## src/rtl/piso_shiftregister_if.sv

```systemverilog
// Load handshake and serial-output bundle for piso_shiftregister.
// master = word source / link side, slave = the shift register itself.
interface piso_shiftregister_if #(
    parameter int WIDTH = 4
);
    logic [WIDTH-1:0] din;
    logic             load_valid;
    logic             load_ready;
    logic             shift_en;
    logic             sdo;
    logic             sdo_valid;
    logic             sdo_last;
    logic             busy;

    modport master (
        output din, load_valid, shift_en,
        input  load_ready, sdo, sdo_valid, sdo_last, busy
    );

    modport slave (
        input  din, load_valid, shift_en,
        output load_ready, sdo, sdo_valid, sdo_last, busy
    );
endinterface

```

## src/rtl/piso_shiftregister.sv

```systemverilog
// PISO transmitter: WIDTH-bit word out LSB first, framed by sdo_valid/sdo_last; PISO_PARITY_EN appends even parity.
// Latency: first bit on sdo one clock after the load transfer; each bit held until a shift_en tick.
// Backpressure: load_ready only in IDLE or on the final bit's tick, giving gap-free back-to-back frames.
module piso_shiftregister #(
    parameter int WIDTH = 4
) (
    input  logic                 clk,
    input  logic                 clr,
    piso_shiftregister_if.slave  bus
);
`ifdef PISO_PARITY_EN
    localparam int FRAME_LEN = WIDTH + 1;
`else
    localparam int FRAME_LEN = WIDTH;
`endif
    localparam int            CW       = $clog2(WIDTH + 1);
    localparam logic [CW-1:0] LAST_CNT = CW'(FRAME_LEN - 1);

    localparam logic [0:0] S_IDLE  = 1'b0;
    localparam logic [0:0] S_SHIFT = 1'b1;

    logic [0:0]       r_state;
    logic [WIDTH-1:0] r_sreg;
    logic [CW-1:0]    r_cnt;

    logic w_shifting;
    logic w_last;
    logic w_tick;
    logic w_xfer;
    logic w_fill;

`ifdef PISO_PARITY_EN
    logic r_par;

    always_ff @(posedge clk) begin
        if (clr) begin
            r_par <= 1'b0;
        end else if (w_xfer) begin
            r_par <= ^bus.din;
        end
    end

    // Parity enters at the top so it lands on sreg[0] right after din[WIDTH-1].
    assign w_fill = r_par;
`else
    assign w_fill = 1'b0;
`endif

    assign w_shifting = (r_state == S_SHIFT);
    assign w_last     = w_shifting && (r_cnt == LAST_CNT);
    assign w_tick     = w_shifting && bus.shift_en;
    assign w_xfer     = bus.load_valid && bus.load_ready;

    assign bus.load_ready = !w_shifting || (w_last && bus.shift_en);
    assign bus.sdo        = r_sreg[0];
    assign bus.sdo_valid  = w_shifting;
    assign bus.busy       = w_shifting;
    assign bus.sdo_last   = w_last;

    always_ff @(posedge clk) begin
        if (clr) begin
            r_state <= S_IDLE;
            r_sreg  <= '0;
            r_cnt   <= '0;
        end else if (w_xfer) begin
            r_state <= S_SHIFT;
            r_sreg  <= bus.din;
            r_cnt   <= '0;
        end else if (w_tick) begin
            if (w_last) begin
                r_state <= S_IDLE;
                r_cnt   <= '0;
            end else begin
                r_sreg <= {w_fill, r_sreg[WIDTH-1:1]};
                r_cnt  <= r_cnt + 1'b1;
            end
        end
    end
endmodule

```

## src/flat_wrapper.sv

```systemverilog
// flat-port wrapper written by rule: the top's interface ports become plain ports
module piso_shiftregister_flat 
#(
    parameter int WIDTH = 4
)
  (clk, clr, bus_din, bus_load_valid, bus_shift_en, bus_load_ready, bus_sdo, bus_sdo_valid, bus_sdo_last, bus_busy);
  piso_shiftregister_if #(.WIDTH(WIDTH)) bus_i ();
  input  logic clk;
  input  logic clr;
  input wire logic [$bits(bus_i.din)-1:0] bus_din;
  input wire logic [$bits(bus_i.load_valid)-1:0] bus_load_valid;
  input wire logic [$bits(bus_i.shift_en)-1:0] bus_shift_en;
  output wire logic [$bits(bus_i.load_ready)-1:0] bus_load_ready;
  output wire logic [$bits(bus_i.sdo)-1:0] bus_sdo;
  output wire logic [$bits(bus_i.sdo_valid)-1:0] bus_sdo_valid;
  output wire logic [$bits(bus_i.sdo_last)-1:0] bus_sdo_last;
  output wire logic [$bits(bus_i.busy)-1:0] bus_busy;
  assign bus_i.din = bus_din;
  assign bus_i.load_valid = bus_load_valid;
  assign bus_i.shift_en = bus_shift_en;
  assign bus_load_ready = bus_i.load_ready;
  assign bus_sdo = bus_i.sdo;
  assign bus_sdo_valid = bus_i.sdo_valid;
  assign bus_sdo_last = bus_i.sdo_last;
  assign bus_busy = bus_i.busy;
  piso_shiftregister #(.WIDTH(WIDTH)) u_core (.clk(clk), .clr(clr), .bus(bus_i));
endmodule
```

## config.mk

```make
export PLATFORM = sky130hd
export DESIGN_NAME = piso_shiftregister_flat
export DESIGN_NICKNAME = d
export VERILOG_FILES = /design/src/rtl/piso_shiftregister_if.sv /design/src/rtl/piso_shiftregister.sv /design/src/flat_wrapper.sv
export SDC_FILE = /design/constraint.sdc
export NUM_CORES = 1
export LEC_CHECK = 0
export ABC_AREA = 1
export BUFFER_PORTS_ARGS = -buffer_cell sky130_fd_sc_hd__buf_2
export CAP_MARGIN = 25
export CELL_PAD_IN_SITES_DETAIL_PLACEMENT = 0
export CELL_PAD_IN_SITES_GLOBAL_PLACEMENT = 1
export CORE_AREA = 3 3 40 42
export CTS_CLUSTER_DIAMETER = 40
export DETAILED_ROUTE_END_ITERATION = 8
export DIE_AREA = 0 0 43 45
export GPL_ROUTABILITY_DRIVEN = 0
export GPL_TIMING_DRIVEN = 0
export PLACE_DENSITY = 0.73
export SLEW_MARGIN = 40
export SYNTH_ARGS = -nofsm -noshare
export SYNTH_HDL_FRONTEND = slang
export SYNTH_SLANG_ARGS = --single-unit
```

## constraint.sdc

```tcl
create_clock -name clk -period 2.4 [get_ports clk]
set_input_delay 0.48 -clock clk [delete_from_list [all_inputs] [get_ports clk]]
set_output_delay 0.48 -clock clk [all_outputs]
set_load 0.005 [all_outputs]
```

==> results.tsv <==
metric	value	unit
grt_pass1_wl	1500	um
synthArstFlopShare	0	%
area_growth_syn_to_layout	23.9	%
critPathKind	reg2out	
rsz0062_at_grt	false	
min_path_type	in2reg	
io_buffers	12	
htreeDepth	1	
n_antenna_cell	0	
drt-vias-per-instance	4.53	
synth_top_area_share	37.8	%
coreArea	0.00128	mm^2
setup_viol	0	
overflow	0	
syn_inst	63	
dieArea	0.00194	mm^2
clk_pin_slew_worst_paths	0.06	ns
hold_viol	0	
post_cts_buffers	0	
wl_per_cell	8.94	um
hpwlAfterDp	671	um
first_pass_iters	2	
cts_sinks	8	
routed_wl	831	um
max-cap-violations	0	
syn_nets	72	
power_density	577	mW/mm^2
synth_area_leaders	dfxtp_1, nand2_1, inv_1, nor2_1, a21oi_1	
cp.arrival	1.25	ns
nets	89	
grt_antenna_before_repair	0	
power.leakage	0.000275	uW
vdd_drop_max	0.213	mV
dp_slack	0.882	ns
use_met3	2.39	%
cts_hold_buf	0	
timing.fmax	0.577	GHz
grt_max_degree	9	
yosys_warnings	0	
crit_path_end_kind	output pin	
via_count	421	
rows	13	
cts_buffers	3	
dieHeight	45	um
fin_skew	0.00607	ns
worstSkewPairLatency	0.26	ns
busiest_layer	met2	
fin_ws	0.668	ns
synth-edff-count	0	
die_width	43	um
crit_fanout	7	
drive_gt1_share	25.6	%
timing.slew.headroom	83.3	%
route.detailed.drc	0	
initialDrtViolationCount	2	
cts_root_buf	clkbuf_4	
tightest_slew	0.251	ns
tritoncts	yes	
grt_pass1_vias	375	
period_needed	1.73	ns
synthFlopType	dfxtp_1	
total_power	303	uW
syn_avg_cell_area	6.73	um^2
ys_seq_area_share	37.8	%
antenna_left	0	
post-route-util	40.9	%
cts_buffer_depth	2	
pin_count	13	
synthTopCellsByCount	nand2_1, inv_1, nor2_1	
crit_required	1.92	ns
syn-cell-area	424	um^2
tns	0	ns
initial_utilization	33.0	%
globalRouteTotalUtil	10.9	%
yosysTopAreaCell	dfxtp_1	
postCtsResizedCells	0	
startpoint_type	flip-flop	
grt_util_met2	17.4	%
maxSlewViolCount	0	
gr-usage-met1	11.1	%
synth.distinct_cells	15	
ys_ff_latch	8	
status	finished clean	
min_period_over_period	72.2	%
synthMostInstantiatedCell	nand2_1	
final timing paths:
| kind | startpoint | to | slack [ns] | cells past startpoint |
|---|---|---|---|---|
| setup / recovery | u_core.r_cnt[0] | bus_load_ready | 0.67 | 4 |
| hold / removal | clr | u_core.r_sreg[3] | 0.41 | 2 |
| setup reg to reg | u_core.r_cnt[0] | u_core.r_sreg[2] | 1.11 | 8 |
| hold reg to reg | u_core.r_cnt[1] | u_core.r_cnt[1] | 0.47 | 2 |
cell families after synthesis:
family | synth area share [%]
fa+ha+maj | 2.95
compound gates | 14.5
buf+inv | 10.6
flops | 37.8
simple gates | 34.2
worst max-delay path, stage by stage, from the launching register on:
cell      delay [ns]
dfxtp_1         0.35
ha_1            0.17
nand2_1         0.11
o21bai_4        0.21
buf_2           0.15
where the power goes:
part           internal (uW)  switching (uW)  leakage (uW)  total (uW)
sequential               141            5.60     0.0000657         146
clock                   57.4            49.0     0.0000138         106
combinational           22.8            27.7      0.000196        50.5
total                    221            82.3      0.000275         303
final cells by class:
| class | count | area [um^2] |
|---|---|---|
| Buffer | 1 | 7.51 |
| Clock buffer | 3 | 22.5 |
| Fill cell | 146 | 759 |
| Inverter | 10 | 37.5 |
| Multi-Input combinational cell | 44 | 219 |
| Sequential cell | 8 | 160 |
| Tap cell | 15 | 18.8 |
| Timing Repair Buffer | 12 | 60.1 |
metal layers:
layer  vias up  routed length (um)
met5         -                   0
met4         0                  31
met3         4                  51
met2        11                 375
met1       179                 372
li1        227                   -
registers in the layout, indices dropped and copies added, names as in the netlist:
| name | count |
|---|---|
| u_core.r_sreg | 4 |
| u_core.bus.busy | 1 |
| u_core.r_cnt | 3 |
placed cells by master (no fill, tap or decap), drive strengths merged, types with 2 or more instances in the layout:
cell    Yosys  layout
a21oi       4       4
buf         1      13
clkbuf      0       3
dfxtp       8       8
inv        10      10
nand2      20      20
nand3       4       4
nor2        9       9
o21ai       2       2
stage by stage:
step / hold slack (ns) / cells / area, um^2
3_3_place_gp: 0.458 / 90 / 503
5_1_grt: 0.409 / 93 / 526
3_5_place_dp: 0.459 / 90 / 503
2_1_floorplan: 0.434 / 63 / 424
4_1_cts: 0.401 / 93 / 526
6_report: 0.406 / 93 / 526
Power figures use the tool's default switching activity.
